<file path="src/rtl/fifo_rd_fwft.sv">
// FWFT adapter: 1-cycle-latency FIFO read port -> valid/ready stream via 2-entry skid buffer.
// Accepted read reaches m_valid 2 edges later; reads stop once buffer plus in-flight word fill 2 slots.
module fifo_rd_fwft #(
  parameter int DATA_WIDTH = 8
) (
  input  logic                  rclk,
  input  logic                  rrst,
  input  logic                  empty,
  output logic                  r_en,
  input  logic [DATA_WIDTH-1:0] rdata,
  output logic                  m_valid,
  input  logic                  m_ready,
  output logic [DATA_WIDTH-1:0] m_data,
  output logic [1:0]            occ
);

  logic                  rd_pending;
  logic                  pop;
  logic [2:0]            used;
  logic [2:0]            avail;
  logic [2:0]            credit;
  logic [1:0]            occ_nxt;
  logic [DATA_WIDTH-1:0] e0;
  logic [DATA_WIDTH-1:0] e1;
  logic [DATA_WIDTH-1:0] e0_nxt;
  logic [DATA_WIDTH-1:0] e1_nxt;

  // Credit saturates at zero rather than wrapping if the slots are ever over-committed.
  always_comb begin
    pop    = m_valid & m_ready;
    used   = {1'b0, occ} + {2'b00, rd_pending};
    avail  = 3'd2 + {2'b00, pop};
    credit = (used >= avail) ? 3'd0 : (avail - used);
    r_en   = ~empty & (credit != 3'd0) & ~rrst;
  end

  always_comb begin
    occ_nxt = occ;
    e0_nxt  = e0;
    e1_nxt  = e1;
    case ({rd_pending, pop})
      2'b10: begin
        case (occ)
          2'd0: begin
            e0_nxt  = rdata;
            occ_nxt = 2'd1;
          end
          2'd1: begin
            e1_nxt  = rdata;
            occ_nxt = 2'd2;
          end
          default: ;
        endcase
      end
      2'b01: begin
        e0_nxt  = e1;
        occ_nxt = occ - 2'd1;
      end
      2'b11: begin
        if (occ == 2'd1) begin
          e0_nxt = rdata;
        end else if (occ == 2'd2) begin
          e0_nxt = e1;
          e1_nxt = rdata;
        end
      end
      default: ;
    endcase
  end

  always_ff @(posedge rclk) begin
    if (rrst) begin
      occ        <= 2'd0;
      rd_pending <= 1'b0;
      e0         <= '0;
      e1         <= '0;
      m_valid    <= 1'b0;
    end else begin
      occ        <= occ_nxt;
      rd_pending <= r_en;
      e0         <= e0_nxt;
      e1         <= e1_nxt;
      m_valid    <= (occ_nxt != 2'd0);
    end
  end

  assign m_data = e0;

endmodule
</file>
<file path="config.mk">
export PLATFORM = sky130hd
export DESIGN_NAME = fifo_rd_fwft
export DESIGN_NICKNAME = d
export VERILOG_FILES = /design/src/rtl/fifo_rd_fwft.sv
export SDC_FILE = /design/constraint.sdc
export NUM_CORES = 1
export LEC_CHECK = 0
export ABC_AREA = 1
export CAP_MARGIN = 40
export CORE_ASPECT_RATIO = 0.75
export CORE_MARGIN = 3
export CORE_UTILIZATION = 53
export CTS_BUF_LIST = sky130_fd_sc_hd__clkbuf_2 sky130_fd_sc_hd__clkbuf_4 sky130_fd_sc_hd__clkbuf_8
export CTS_CLUSTER_DIAMETER = 80
export DETAILED_ROUTE_END_ITERATION = 8
export GPL_TIMING_DRIVEN = 0
export PLACE_DENSITY = 0.89
export SLEW_MARGIN = 10
export SYNTH_ARGS = -nofsm -noshare
export SYNTH_HDL_FRONTEND = slang
export SYNTH_SLANG_ARGS = --single-unit
export TNS_END_PERCENT = 5
</file>
<file path="constraint.sdc">
create_clock -name rclk -period 2.7 [get_ports rclk]
set_clock_uncertainty 0.1 [all_clocks]
set_input_delay 0.54 -clock rclk [delete_from_list [all_inputs] [get_ports rclk]]
set_output_delay 0.54 -clock rclk [all_outputs]
set_load 0.02 [all_outputs]
</file>
**After elaboration in Yosys (flattened, before gate mapping)**

Cells that the tools add are included.

- Eq/ne operators: 10
- Bitwise gates (word level): 5
- Add/subtract/negate cells: 4
- Reduce and logical (&&, ||, !) cells: 7
- Mux-type cells: 11
- Order comparisons: 1

Operators by type and width:

| cell | count |
|---|---|
| two-way mux 8 bit | 6 |
| case mux 8 bit (3 select lines) | 1 |
| case mux 8 bit (2 select lines) | 1 |
| case mux 2 bit (2 select lines) | 2 |
| == test 2 bit (second input constant) | 3 |
| != test 2 bit (second input constant) | 3 |
| nonzero test 3 bit | 2 |
| == test 2 x 1 -> 1 bit (second input constant) | 2 |
| AND reduction 4 bit | 1 |
| nonzero test 2 bit | 2 |
| adder 2 x 1 -> 3 bit | 1 |
| adder 2 x 1 -> 3 bit (first input constant) | 1 |
| AND 1 bit | 3 |
| >= comparator 3 bit | 1 |
| two-way mux 3 bit | 1 |
| != test 3 bit (second input constant) | 1 |
| AND reduction 3 bit | 1 |
| subtractor 3 bit | 1 |
| zero test 2 bit | 1 |
| != test 2 x 1 -> 1 bit (second input constant) | 1 |
| NOT 1 bit | 2 |
| subtractor 2 x 1 -> 2 bit (second input constant) | 1 |

- Word-level logic and storage cells: 43
- Bits in registers: 20
- Output and inout port bits: 12

**Longest topological paths before layout**

Gate-level depths: netlist of the first run.

- Word-level depth: 7
- Depth in mapped cells: 9
- Depth with buffers taken out: 8

**Least setup slack after synthesis of the first run**

OpenSTA, ideal clock, no wires.

- Path type: register to output
- From: reg occ[0]
- To: out r_en
- Stages on the path, launching flop included: 8
- Required time: 2.060 ns
- Buffers on the path: 0
- Arrival: 1.704 ns
- Setup slack: 0.356 ns
- Cells stage by stage: dfxtp_1 > ha_1 > nand2_1 > fa_1 > o21ai_0 > nand2_1 > o21ai_0 > inv_1

- Word-level cells in the longest chain between the ends: 6
- Elaborated cells on any way between the ends: 7
- Those cells by class: add/sub (2); order compare (1); mux (1); bitwise (2); reduce/logical (1)

Ends and longest elaborated chain:

| item | RTL line | RTL |
|---|---|---|
| from (decl) | 14 | `output logic [1:0] occ` |
| from (signal assigned) | 79 | `occ <= occ_nxt;` |
| adder 2 x 1 -> 3 bit * | 31 | `used = {1'b0, occ} + {2'b00, rd_pending};` |
| subtractor 3 bit / >= comparator 3 bit (equally long branches) | 33 | `credit = (used >= avail) ? 3'd0 : (avail - used);` |
| two-way mux 3 bit * | 33 |  |
| nonzero test 3 bit * | 34 | `r_en = ~empty & (credit != 3'd0) & ~rrst;` |
| AND 1 bit * (2 in series) | 34 |  |
| to (decl) | 9 | `output logic r_en,` |

Mark *: on every way between the ends. The rest lies on a longest branch, timed or not.

**Final worst setup path of the first run**

Same ends and word-level chain as after synthesis.

==> impl_metrics.ini, run 1 <==
[detailed_routing]
viasPerCell = 5.23
avgRoutedWirePerCell_um = 12.5
vias = 1160
wl_um = 2770
drc = 0
first_iter_violations = 70
drt_pre_antenna_iters = 4
drtAntennaViolNets = 0

[place]
gp_congestion = 0.834
portBuffers = 23
placed_cells = 218
place_hpwl_um = 2150

[yosys]
synth_area_leader_cell = dfxtp_1
synthCells = 171
syn_nets = 190
ys_ff_latch = 20
synth_top_area_share_pct = 33.1
ys_warn_count = 0
synth.area.top_cells = dfxtp_1 33%, nand2_1 16%, nor2_2 8.3%
yosysSeqAreaShare_pct = 33.1
synth_area_um2 = 1210
syn_area_per_cell_um2 = 7.08
synth_cell_types = 23

[cts]
htreeDepth = 1
clk_latency_ps = 290
cts.sinks = 20
clockRootBuffer = clkbuf_4
cts_buffer_depth = 2
cts_tree = done
numCtsBuffers = 3
clkTransAtPathRegs_ps = 100
postCtsHoldBufs = 0

[outcome]
status = finished, final reports clean

[grt]
grt_max_degree = 11
grt_usage_pct = 20.7
grt_util_met3_pct = 6.32
busiest_layer = met2
grt_pass1_wl_um = 4370
grt_use_met1_pct = 25.7
grt_antenna_before_repair = 0
gr-usage-met2_pct = 34.8
grt_pass1_vias = 1008
overflow = 0

[sta]
period_minus_slack_ps = 2570
fmax_mhz = 389
rsz0062_at_grt = no
slew_headroom_pct = 68.9
whs_ps = 399
setup_viol = 0
fin_crit_sh_pct = 95.1
maxSlewViolCount = 0
worst_pin_slew_ps = 467
hold_violations = 0

[power_and_ir_drop]
peakVddDrop_uv = 561
p_per_area_nw_per_um2 = 912
p_leak_nw = 0.718
p_total_w = 0.00138

[setup_path]
path_class = reg -> out
critical-path-slowest-cell = fa_1
cp-end-kind = output pin
crit_fanout = 5
crit_path_max_incr_delay_ps = 430
cp_num_buf_inv = 2
worstPathRequired_ps = 2060
worstPathArrival_ps = 1930
critPathTopFamily = adder cells
cp-start-kind = register
worstPathCellList = ha_4 > nand2_2 > fa_1 > o21ai_0 > nand2_1 > o21ai_2 > inv_1 > buf_2

[final_layout]
seqCellArea_um2 = 402
utilization_pct = 72.7
area_growth_pct = 25.1
layout_commonest_cell = nand2_1
drive_above_1_share_pct = 17.2
final_cell_mix = 51 x nand2_1, 21 x clkdlybuf4s50_1, 20 x inv_1
stdcell_count = 222
antenna_cells = 0
final_nets = 219
fillers = 164
multiInputGateArea_um2 = 699

[floorplanning]
dieArea_um2 = 2900
row_count = 14
start_util_pct = 58.1
chipHeight_um = 47.4
fp.dieW_um = 61.2
core_area_um2 = 2080
io_pins = 24

[run]
drv_cap = 0

[hold_path]
hp-class = reg -> reg
[kinds of logic after synthesis]
| kind of cell | after synthesis | share of synthesized area, % |
|---|---|---|
| buffers and inverters | 26 | 10.7 |
| DFF | 20 | 33.1 |
| adders and majority gates | 7 | 7.85 |
| and+or+nand+nor | 115 | 46.2 |
| AOI/OAI and AO/OA | 3 | 2.17 |
[layout make-up]
type	count	area share, %
clock buffer	3	1.49
buffer	4	2.81
inverter	22	5.78
sequential	20	26.5
multi-input combinational	125	46.2
tap	24	1.98
timing repair buffer	24	15.3
[what timing repair did]
action | CTS | global route
setup endpoints to repair | 1 | 1
hold endpoints to repair | 0 | 0
setup buffers | 1 | 0
resized for setup | 8 | 2
pin swaps | 1 | 0
[Yosys cell counts]
cell type,count
a21oi_4,1
and2_4,1
buf_12,1
buf_4,1
buf_6,1
clkbuf_1,1
clkinv_1,1
clkinv_4,1
dfxtp_1,20
fa_1,1
ha_1,6
inv_1,20
nand2_1,52
nand2_4,1
nand3_1,15
nand3_2,1
nand3_4,1
nand3b_1,8
nand4_1,1
nor2_1,18
nor2_2,16
nor3b_1,1
o21ai_0,2
[stage by stage]
stage / TNS, ps / setup slack (ps) / cell area (um^2)
finish: 0 / 132 / 1520
CTS: 0 / 44.3 / 1500
floorplan: 0 / 356 / 1210
global placement: -614 / -614 / 1470
global route: 0 / 35.0 / 1520
detailed placement: -681 / -681 / 1470
[power by group]
| group | switching [W] | internal (W) | total (W) |
|---|---|---|---|
| Combinational | 0.000458 | 0.000329 | 0.000786 |
| Sequential | 0.0000714 | 0.000388 | 0.000460 |
| Clock | 0.0000838 | 0.0000519 | 0.000136 |
| Total | 0.000613 | 0.000769 | 0.00138 |
[registers in the layout, summed over array words and instances (netlist names)]
name        cells
m_valid         1
occ             2
m_data          8
e1              8
rd_pending      1
[worst min-delay path: cells and delay by family (launching register included)]
family           cells  cell delay, ps
and+or+nand+nor      2             120
DFF                  1             360
[metal layers]
metal / vias to the layer above / share of wire (%) / wire length (um)
li1: 586 / - / -
met3: 6 / 6.2 / 172
met5: - / 0 / 0
met4: 0 / 1.4 / 39
met1: 533 / 44 / 1210
met2: 35 / 49 / 1350
[final timing paths]
| check | slack (ps) | from | cells past startpoint | to |
|---|---|---|---|---|
| max reg2reg | 840 | occ[1] | 8 | m_data[1] |
| max | 130 | occ[0] | 8 | r_en |
| min reg2reg | 400 | e1[5] | 2 | e1[5] |
| min | 400 | e1[5] | 2 | e1[5] |
(Power assumes the default switching activity.)
==> run 2, diff against run 1 <==
- CORE_UTILIZATION: 53 -> 57
- CTS_BUF_LIST: sky130_fd_sc_hd__clkbuf_2 sky130_fd_sc_hd__clkbuf_4 sky130_fd_sc_hd__clkbuf_8 -> sky130_fd_sc_hd__clkbuf_4 sky130_fd_sc_hd__clkbuf_8
- PLACE_DENSITY: 0.89 -> 0.94
- clock period: 2.7 -> 3.3 ns (I/O delays scaled with it)
==> run 2 against run 1 <==
  * Worst setup slack gained 54 ps
  * Hold slack lost 5.2 ps
  * Total power shrank 13%
  * Combinational power shrank 20%
  * Clock power grew 47%
  * Utilization grew 8.5 points
  * Die area shrank 6.2%
  * Cell count shrank 0.90%
  * Largest cell class unchanged
  * Routed wire length grew 0.43%
  * First-iteration DRC count shrank 10%
==> impl_metrics.ini, run 2 (synthesized netlist as in run 1, its figures left out) <==
[power_and_ir_drop]
peakVddDrop_uv = 616
clkPwrFrac_pct = 16.7
p_leak_nw = 0.730
seqPwrFrac_pct = 31.0
internal-power_w = 0.000695
p_per_area_nw_per_um2 = 789
p_switching_w = 0.000503
combPwrFrac_pct = 52.3
switching_share_pct = 42.0

[final_layout]
design_area_um2 = 1520
layout_commonest_cell = nand2_1
final_nets = 218
antenna_cells = 0
fillers = 127
drive_above_1_share_pct = 14.6
final_cell_mix = 52 x nand2_1, 21 x clkdlybuf4s50_1, 20 x inv_1, 20 x dfxtp_1, 18 x nor2_1
area_growth_pct = 25.4
utilization_pct = 81.2

[detailed_routing]
viasPerCell = 5.09
drt_pre_antenna_iters = 5
vias = 1120
wl_um = 2780
first_iter_violations = 63
drc = 0
drtAntennaViolNets = 0
avgRoutedWirePerCell_um = 12.6

[cts]
cts_tree = done
htreeDepth = 1
clkTransAtPathRegs_ps = 120
cts_buffer_depth = 2
clk_latency_ps = 300
numCtsBuffers = 3
cts.repair.resized = 3
postCtsHoldBufs = 0
post_cts_buffers = 0
cts.sinks = 20
clockRootBuffer = clkbuf_4

[hold_path]
hp-class = reg -> reg

[sta]
fin_crit_sh_pct = 94.4
rsz0062_at_grt = no
setup_viol = 0
hold_violations = 0
fmax_mhz = 321
slew_headroom_pct = 72.5
maxSlewViolCount = 0
period_minus_slack_ps = 3110
worst_pin_slew_ps = 412

[grt]
grt_antenna_before_repair = 0
grt_pass1_wl_um = 4550
grt_pass1_vias = 1031
grt_usage_pct = 22.5
grt_max_degree = 13
overflow = 0

[floorplanning]
dieArea_um2 = 2720
start_util_pct = 64.7
row_count = 13
core_area_um2 = 1870
fp.dieW_um = 59.2
io_pins = 24
chipHeight_um = 45.9

[setup_path]
worstPathRequired_ps = 2540
crit_fanout = 9
critical-path-slowest-cell = fa_1
worstPathCellList = dlygate4sd2_1 > nand2_4 > nand2_1 > fa_1 > o21ai_0 > nand2_1 > o21ai_1 > inv_1 > dlygate4sd2_1
cp_num_buf_inv = 3
cp-end-kind = output pin
cp-start-kind = primary input
critPathTopFamily = buffers and inverters
crit_path_max_incr_delay_ps = 430
path_class = in -> out
worstPathArrival_ps = 2350

[place]
gp_congestion = 0.813
place_area_um2 = 1470
place_hpwl_um = 2040
portBuffers = 23

[outcome]
status = finished, final reports clean

[run]
drv_cap = 0
run 2: cell types whose count changed in the layout (fill, tap and decap cells not counted), sizes merged:
cell         before  now
buf               5    3
dlygate4sd2       1    2
bufinv            0    1
run 2: stage by stage:
step           total power [W]  worst slack (ps)  hold slack [ps]  setup TNS (ps)  std cells
4_1_cts                0.00120               180              392               0        220
3_3_place_gp          0.000968              -277              357            -277        216
2_1_floorplan         0.000791               827              348               0        171
5_1_grt                0.00130              50.8              411               0        220
6_report               0.00120               186              393               0        220
3_5_place_dp          0.000997              -328              364            -328        216
run 2: metal layers:
layer	GRT usage [%]	wire, um
met2	35.1	1280
met3	6.23	149
met5	0	0
met4	4.98	0
met1	30.8	1350
run 2: cell type report:
| class | instances | area, um^2 | share of cell area, % |
|---|---|---|---|
| clock buffer | 3 | 22.5 | 1.48 |
| inverter | 22 | 87.6 | 5.77 |
| sequential | 20 | 400 | 26.4 |
| buffer | 4 | 42.5 | 2.80 |
| clock inverter | 1 | 30.0 | 1.98 |
| timing repair buffer | 23 | 228 | 15.0 |
| tap | 22 | 27.5 | 1.81 |
| multi-input combinational | 125 | 681 | 44.8 |
run 2: power by group through the flow:
stage          clock network [W]  logic, W  registers, W
3_5_place_dp                   0  0.000622      0.000375
5_1_grt                 0.000216  0.000701      0.000380
3_3_place_gp                   0  0.000596      0.000372
6_report                0.000200  0.000626      0.000372
2_1_floorplan                  0  0.000360      0.000431
4_1_cts                 0.000204  0.000625      0.000371
run 2: final timing paths:
kind / from / end / slack [ps] / cells after the start
worst max-delay path: m_ready / r_en / 190 / 9
worst min-delay path: e1[2] / e1[2] / 390 / 2
worst max register to register: occ[1] / m_data[4] / 1400 / 8
worst min register to register: e1[2] / e1[2] / 390 / 2
run 2: worst min-delay path: stages, from the launching register on:
cell and delay (ps):
dfxtp_1 360, nor2_2 50, nor2_2 50
